===== src/rtl/array_scheduler_if.sv =====
// Control/status bundle between the array scheduler and its host/array edge.
interface array_scheduler_if #(
  parameter int K_WIDTH    = 8,
  parameter int ADDR_WIDTH = 10
);
  logic                  start;
  logic [K_WIDTH-1:0]    k_len;
  logic [7:0]            num_tiles;
  logic                  array_full;
  logic                  psum_vld;
  logic                  rd_en;
  logic [ADDR_WIDTH-1:0] rd_addr;
  logic                  rst_acc;
  logic                  stream_out_rdy;
  logic                  stall;
  logic                  busy;
  logic                  done;
  logic                  err;

  modport master (
    output start, k_len, num_tiles, array_full, psum_vld,
    input  rd_en, rd_addr, rst_acc, stream_out_rdy, stall, busy, done, err
  );

  modport slave (
    input  start, k_len, num_tiles, array_full, psum_vld,
    output rd_en, rd_addr, rst_acc, stream_out_rdy, stall, busy, done, err
  );
endinterface


===== src/rtl/array_scheduler.sv =====
// Tile sequencer for a ROWS x COLS systolic array: streams k_len operand
// beats per tile, waits for the MAC pipeline to flush, captures partial
// sums, and reports job completion once every result beat has left the array.
module array_scheduler #(
  parameter int ROWS       = 4,
  parameter int COLS       = 4,
  parameter int K_WIDTH    = 8,
  parameter int ADDR_WIDTH = 10,
  parameter int PIPE_LAT   = 4
) (
  input logic             clk,
  input logic             rst,
  array_scheduler_if.slave bus
);

  typedef enum logic [2:0] {IDLE, COMPUTE, FLUSH, CAPTURE, DRAIN} state_t;

  localparam int          FLUSH_LEN    = PIPE_LAT + ROWS + COLS - 2;
  localparam int          FLUSH_W      = $clog2(FLUSH_LEN + 1);
  localparam logic [15:0] TILE_RESULTS = 16'(ROWS * COLS);

  state_t                state, state_next;
  logic [K_WIDTH-1:0]    k_len_q, beat_cnt;
  logic [7:0]            tiles_q, tile_cnt;
  logic [FLUSH_W-1:0]    flush_cnt;
  logic [ADDR_WIDTH-1:0] addr_q;
  logic [15:0]           res_cnt, res_target;

  logic hold, launch, bad_start, last_beat, last_flush, last_tile, drain_done;
  logic rd_en, rst_acc, stream_out_rdy, done, err;

  assign hold       = bus.array_full;
  assign launch     = (state == IDLE) && bus.start && (bus.k_len != '0) && (bus.num_tiles != '0);
  assign bad_start  = (state == IDLE) && bus.start && ((bus.k_len == '0) || (bus.num_tiles == '0));
  assign last_beat  = (beat_cnt == k_len_q - K_WIDTH'(1));
  assign last_flush = (flush_cnt == FLUSH_W'(FLUSH_LEN - 1));
  assign last_tile  = ((tile_cnt + 8'd1) == tiles_q);
  assign res_target = 16'(tiles_q) * TILE_RESULTS;
  assign drain_done = (res_cnt >= res_target);

  // State register
  always_ff @(posedge clk) begin
    if (rst) state <= IDLE;
    else     state <= state_next;
  end

  // Next-state decode and per-cycle strobes; a stall freezes the FSM and kills strobes
  always_comb begin
    state_next     = state;
    rd_en          = 1'b0;
    rst_acc        = 1'b0;
    stream_out_rdy = 1'b0;
    done           = 1'b0;
    err            = 1'b0;
    case (state)
      IDLE: begin
        err = bad_start;
        if (launch) state_next = COMPUTE;
      end
      COMPUTE: if (!hold) begin
        rd_en   = 1'b1;
        rst_acc = (beat_cnt == '0);
        if (last_beat) state_next = FLUSH;
      end
      FLUSH: if (!hold && last_flush) state_next = CAPTURE;
      CAPTURE: if (!hold) begin
        stream_out_rdy = 1'b1;
        state_next     = last_tile ? DRAIN : COMPUTE;
      end
      DRAIN: if (!hold && drain_done) begin
        done       = 1'b1;
        state_next = IDLE;
      end
      default: state_next = IDLE;
    endcase
    if (rst) begin
      state_next     = IDLE;
      rd_en          = 1'b0;
      rst_acc        = 1'b0;
      stream_out_rdy = 1'b0;
      done           = 1'b0;
      err            = 1'b0;
    end
  end

  // Job parameters, beat/flush/tile/address counters and result counter
  always_ff @(posedge clk) begin
    if (rst) begin
      k_len_q   <= '0;
      tiles_q   <= '0;
      beat_cnt  <= '0;
      flush_cnt <= '0;
      tile_cnt  <= '0;
      addr_q    <= '0;
      res_cnt   <= '0;
    end else if (launch) begin
      k_len_q   <= bus.k_len;
      tiles_q   <= bus.num_tiles;
      beat_cnt  <= '0;
      flush_cnt <= '0;
      tile_cnt  <= '0;
      addr_q    <= '0;
      res_cnt   <= '0;
    end else if (state != IDLE) begin
      // results keep arriving from the array edge even while it is stalled
      if (bus.psum_vld) res_cnt <= res_cnt + 16'd1;
      if (!hold) begin
        case (state)
          COMPUTE: begin
            addr_q   <= addr_q + ADDR_WIDTH'(1);
            beat_cnt <= last_beat ? '0 : beat_cnt + K_WIDTH'(1);
          end
          FLUSH:   flush_cnt <= last_flush ? '0 : flush_cnt + FLUSH_W'(1);
          CAPTURE: tile_cnt  <= tile_cnt + 8'd1;
          default: ;
        endcase
      end
    end
  end

  assign bus.rd_en          = rd_en;
  assign bus.rd_addr        = rst ? '0 : addr_q;
  assign bus.rst_acc        = rst_acc;
  assign bus.stream_out_rdy = stream_out_rdy;
  assign bus.stall          = bus.array_full & ~rst;
  assign bus.busy           = (state != IDLE) & ~rst;
  assign bus.done           = done;
  assign bus.err            = err;

endmodule

===== src/flat_wrapper.sv =====
// flat-port wrapper written by rule: the top's interface ports become plain ports
module array_scheduler_flat 
#(
  parameter int ROWS       = 4,
  parameter int COLS       = 4,
  parameter int K_WIDTH    = 8,
  parameter int ADDR_WIDTH = 10,
  parameter int PIPE_LAT   = 4
)
  (clk, rst, bus_start, bus_k_len, bus_num_tiles, bus_array_full, bus_psum_vld, bus_rd_en, bus_rd_addr, bus_rst_acc, bus_stream_out_rdy, bus_stall, bus_busy, bus_done, bus_err);
  array_scheduler_if #(.K_WIDTH(K_WIDTH), .ADDR_WIDTH(ADDR_WIDTH)) bus_i ();
  input logic clk;
  input logic rst;
  input wire logic [$bits(bus_i.start)-1:0] bus_start;
  input wire logic [$bits(bus_i.k_len)-1:0] bus_k_len;
  input wire logic [$bits(bus_i.num_tiles)-1:0] bus_num_tiles;
  input wire logic [$bits(bus_i.array_full)-1:0] bus_array_full;
  input wire logic [$bits(bus_i.psum_vld)-1:0] bus_psum_vld;
  output wire logic [$bits(bus_i.rd_en)-1:0] bus_rd_en;
  output wire logic [$bits(bus_i.rd_addr)-1:0] bus_rd_addr;
  output wire logic [$bits(bus_i.rst_acc)-1:0] bus_rst_acc;
  output wire logic [$bits(bus_i.stream_out_rdy)-1:0] bus_stream_out_rdy;
  output wire logic [$bits(bus_i.stall)-1:0] bus_stall;
  output wire logic [$bits(bus_i.busy)-1:0] bus_busy;
  output wire logic [$bits(bus_i.done)-1:0] bus_done;
  output wire logic [$bits(bus_i.err)-1:0] bus_err;
  assign bus_i.start = bus_start;
  assign bus_i.k_len = bus_k_len;
  assign bus_i.num_tiles = bus_num_tiles;
  assign bus_i.array_full = bus_array_full;
  assign bus_i.psum_vld = bus_psum_vld;
  assign bus_rd_en = bus_i.rd_en;
  assign bus_rd_addr = bus_i.rd_addr;
  assign bus_rst_acc = bus_i.rst_acc;
  assign bus_stream_out_rdy = bus_i.stream_out_rdy;
  assign bus_stall = bus_i.stall;
  assign bus_busy = bus_i.busy;
  assign bus_done = bus_i.done;
  assign bus_err = bus_i.err;
  array_scheduler #(.ROWS(ROWS), .COLS(COLS), .K_WIDTH(K_WIDTH), .ADDR_WIDTH(ADDR_WIDTH), .PIPE_LAT(PIPE_LAT)) u_core (.clk(clk), .rst(rst), .bus(bus_i));
endmodule

===== config.mk =====
export PLATFORM = sky130hd
export DESIGN_NAME = array_scheduler_flat
export DESIGN_NICKNAME = d
export VERILOG_FILES = /design/src/rtl/array_scheduler_if.sv /design/src/rtl/array_scheduler.sv /design/src/flat_wrapper.sv
export SDC_FILE = /design/constraint.sdc
export NUM_CORES = 1
export LEC_CHECK = 0
export ABC_AREA = 1
export CAP_MARGIN = 20
export CORE_AREA = 2 2 133 103
export CTS_BUF_LIST = sky130_fd_sc_hd__clkbuf_8
export DETAILED_ROUTE_END_ITERATION = 6
export DIE_AREA = 0 0 135 105
export HOLD_SLACK_MARGIN = 0.06
export PLACE_DENSITY = 0.58
export SLEW_MARGIN = 15
export SYNTH_ARGS = -nofsm -noshare
export SYNTH_HDL_FRONTEND = slang
export SYNTH_SLANG_ARGS = --single-unit

===== constraint.sdc =====
create_clock -name clk -period 4.5 [get_ports clk]
set_clock_uncertainty 0.2 [all_clocks]
set_input_delay 1.125 -clock clk [delete_from_list [all_inputs] [get_ports clk]]
set_output_delay 1.125 -clock clk [all_outputs]
set_load 0.005 [all_outputs]

==> results.py <==
metrics = {
    "placed_design": {
        "numPortBuffers": 37,
        "dp_slack_ns": 0.364,
        "dp.cells": 759,
        "dp_hpwl_um": 6700,
        "dpl_cell_area_mm2": 0.00437,
        "place_congestion": 0.863,
    },
    "yosys": {
        "synthArstFlopShare_pct": 0,
        "synth-edff-count": 0,
        "seq_area_frac_synth_pct": 34.2,
        "syn_inst": 558,
        "synth_area_mm2": 0.00380,
        "ys_types": 40,
        "ys_seq_elements": 65,
        "yosysTopAreaCell": "dfxtp_1",
        "avgSynthCellArea_um2": 6.81,
        "dominantRegCellSynth": "dfxtp_1",
        "synth_top_area_share_pct": 34.2,
        "yosysWarnings": 0,
        "syn_nets": 594,
        "ys_top_cells_by_area": "dfxtp_1 (34%), nand2_1 (12%), inv_1 (7.5%)",
    },
    "floorplanning": {
        "rows": 36,
        "start_util_pct": 29.7,
        "die_w_um": 135,
        "die_height_um": 105,
        "dieArea_mm2": 0.0142,
        "core_area_mm2": 0.0128,
        "io_pins": 38,
    },
    "worst_setup_path": {
        "critPathCaptureType": "primary output",
        "start_kind": "input pin",
        "cp.arrival_ns": 2.80,
        "worstPathMaxFanout": 2,
        "path_common_cell": "clkdlybuf4s50_1",
        "cpMaxStageDelayCell": "clkdlybuf4s50_1",
        "slowest_delay_ns": 0.53,
        "crit_type": "input pin to primary output",
        "cp.required_ns": 3.17,
        "crit_chain": "clkdlybuf4s50_1 > nor4_2 > a21oi_1 > nor3_1 > clkdlybuf4s50_1",
    },
    "finish": {
        "drive_gt1_share_pct": 9.77,
        "fin_cells": 775,
        "n_fill_cell": 1378,
        "nets": 635,
        "final_common_cell": "nand2_1",
        "multi_input_area_mm2": 0.00214,
        "final_cell_mix": "nand2_1 (119), inv_1 (77), nor2_1 (67)",
        "fin_util_pct": 35.9,
        "seq_area_mm2": 0.00130,
        "finalInstanceArea_mm2": 0.00460,
        "area_growth_pct": 20.9,
        "num_antenna_cells": 0,
    },
    "clock_network": {
        "clock_latency_ns": 0.35,
        "clock_path_buffers": 2,
        "ctsHtreeMaxLevel": 3,
        "cts.sinks": 65,
        "post_cts_buffers": 0,
        "hold_buffers": 0,
        "path_clk_slew_ns": 0.07,
        "cts_tree": "done",
        "cts-root-buf": "clkbuf_8",
        "cts_resized": 0,
        "cts_made_buffers": 9,
    },
    "routing": {
        "drc": 0,
        "routed_via_density": 4.56,
        "firstDrtPassIters": 5,
        "vias": 3532,
        "drtIter0Drc": 186,
        "routedWlPerCell_um": 11.3,
        "ant_nets": 0,
        "wl_um": 8750,
    },
    "global_routing": {
        "grt_overflow_total": 0,
        "grt_max_degree": 31,
        "grt_pass1_wl_um": 15300,
        "grt_pass1_vias": 3347,
        "grt_antenna_before_repair": 0,
        "track_usage_pct": 13.3,
    },
    "hold_path": {
        "hold_path_class": "flop to flop",
    },
    "pwr": {
        "ir_drop_mv": 0.198,
        "power.total_mw": 1.87,
        "p_leak_nw": 1.79,
        "powerDensity_mw_per_mm2": 406,
    },
    "timing": {
        "final_hold_viol_count": 0,
        "fin_crit_sh_pct": 91.7,
        "relSlewSlack_pct": 48.8,
        "final.min_clock_period_ns": 4.13,
        "drv_slew": 0,
        "tns_ns": 0,
        "setup_viol": 0,
        "holdWs_ns": 0.277,
        "worst_pin_slew_ns": 0.767,
        "rsz0062_at_grt": "no",
        "clock.fmax_mhz": 242,
        "fin_ws_ns": 0.372,
    },
    "status": {
        "outcome": "completed",
    },
    "job": {
        "max-cap-violations": 0,
    },
}
==> critical path, delay by kind of cell <==
family          cells  cell delay, ns
compound gates      1            0.13
simple gates        2            0.58
buf+inv             2            0.97
==> cell families (layout without fill, tap and decap cells) <==
kind of cell	count (synthesis)	after routing	synth area share (%)
XOR/XNOR	13	13	3.00
AO/OA/AOI/OAI	95	95	14.1
AND/OR/NAND/NOR	277	277	34.4
flip-flops	65	65	34.2
buffers and inverters	93	139	9.41
adder cells (fa/ha/maj)	15	15	4.94
==> worst paths after layout <==
path | from | to | slack, ns | depth (start not counted)
setup / recovery | bus_num_tiles[0] | bus_err | 0.37 | 5
hold reg to reg | u_core.addr_q[9] | u_core.addr_q[9] | 0.28 | 2
hold / removal | u_core.addr_q[9] | u_core.addr_q[9] | 0.28 | 2
setup reg to reg | u_core.state[1] | u_core.res_cnt[7] | 2.22 | 10
==> cell type report <==
class | count | area share (%)
clock buffer | 11 | 3.29
clock inverter | 5 | 1.72
inverter | 82 | 6.70
multi-input combinational | 400 | 46.6
sequential | 65 | 28.3
tap | 171 | 4.66
timing repair buffer | 41 | 8.71
==> per-layer routing <==
layer  vias to the layer above  part of all wire, %  routed length, um  GRT usage [%]
met1                      1596                   54               4700           18.7
met2                        44                   41               3620           19.7
met4                         0                  1.6                137           4.46
li1                       1881                    -                  -              -
met5                         -                    0                  0              0
met3                        11                  3.3                293           3.64
==> registers in the layout (all words and copies together), names as in the netlist <==
register,count
u_core.beat_cnt,8
u_core.res_cnt,16
u_core.flush_cnt,4
u_core.k_len_q,8
u_core.state,3
u_core.addr_q,10
u_core.tile_cnt,8
u_core.tiles_q,8
==> power breakdown <==
group / leakage (nW) / internal [mW] / switching (mW)
sequential: 0.528 / 0.635 / 0.0505
combinational: 1.15 / 0.219 / 0.393
clock: 0.113 / 0.340 / 0.230
==> synthesized netlist by cell type, types with 3 or more instances <==
master,n
a211oi_1,3
a21oi_1,47
buf_2,7
clkbuf_1,4
dfxtp_1,65
ha_1,15
inv_1,76
inv_2,5
nand2_1,119
nand2_2,4
nand3_1,32
nand3_2,3
nand4_1,7
nor2_1,67
nor2_2,11
nor2_4,3
nor3_1,10
nor3_2,4
nor3b_1,3
nor4_1,3
nor4_2,3
o21ai_0,25
o21ai_1,7
o31ai_1,3
xnor2_1,3
xor2_1,10
(Power assumes the default switching activity.)
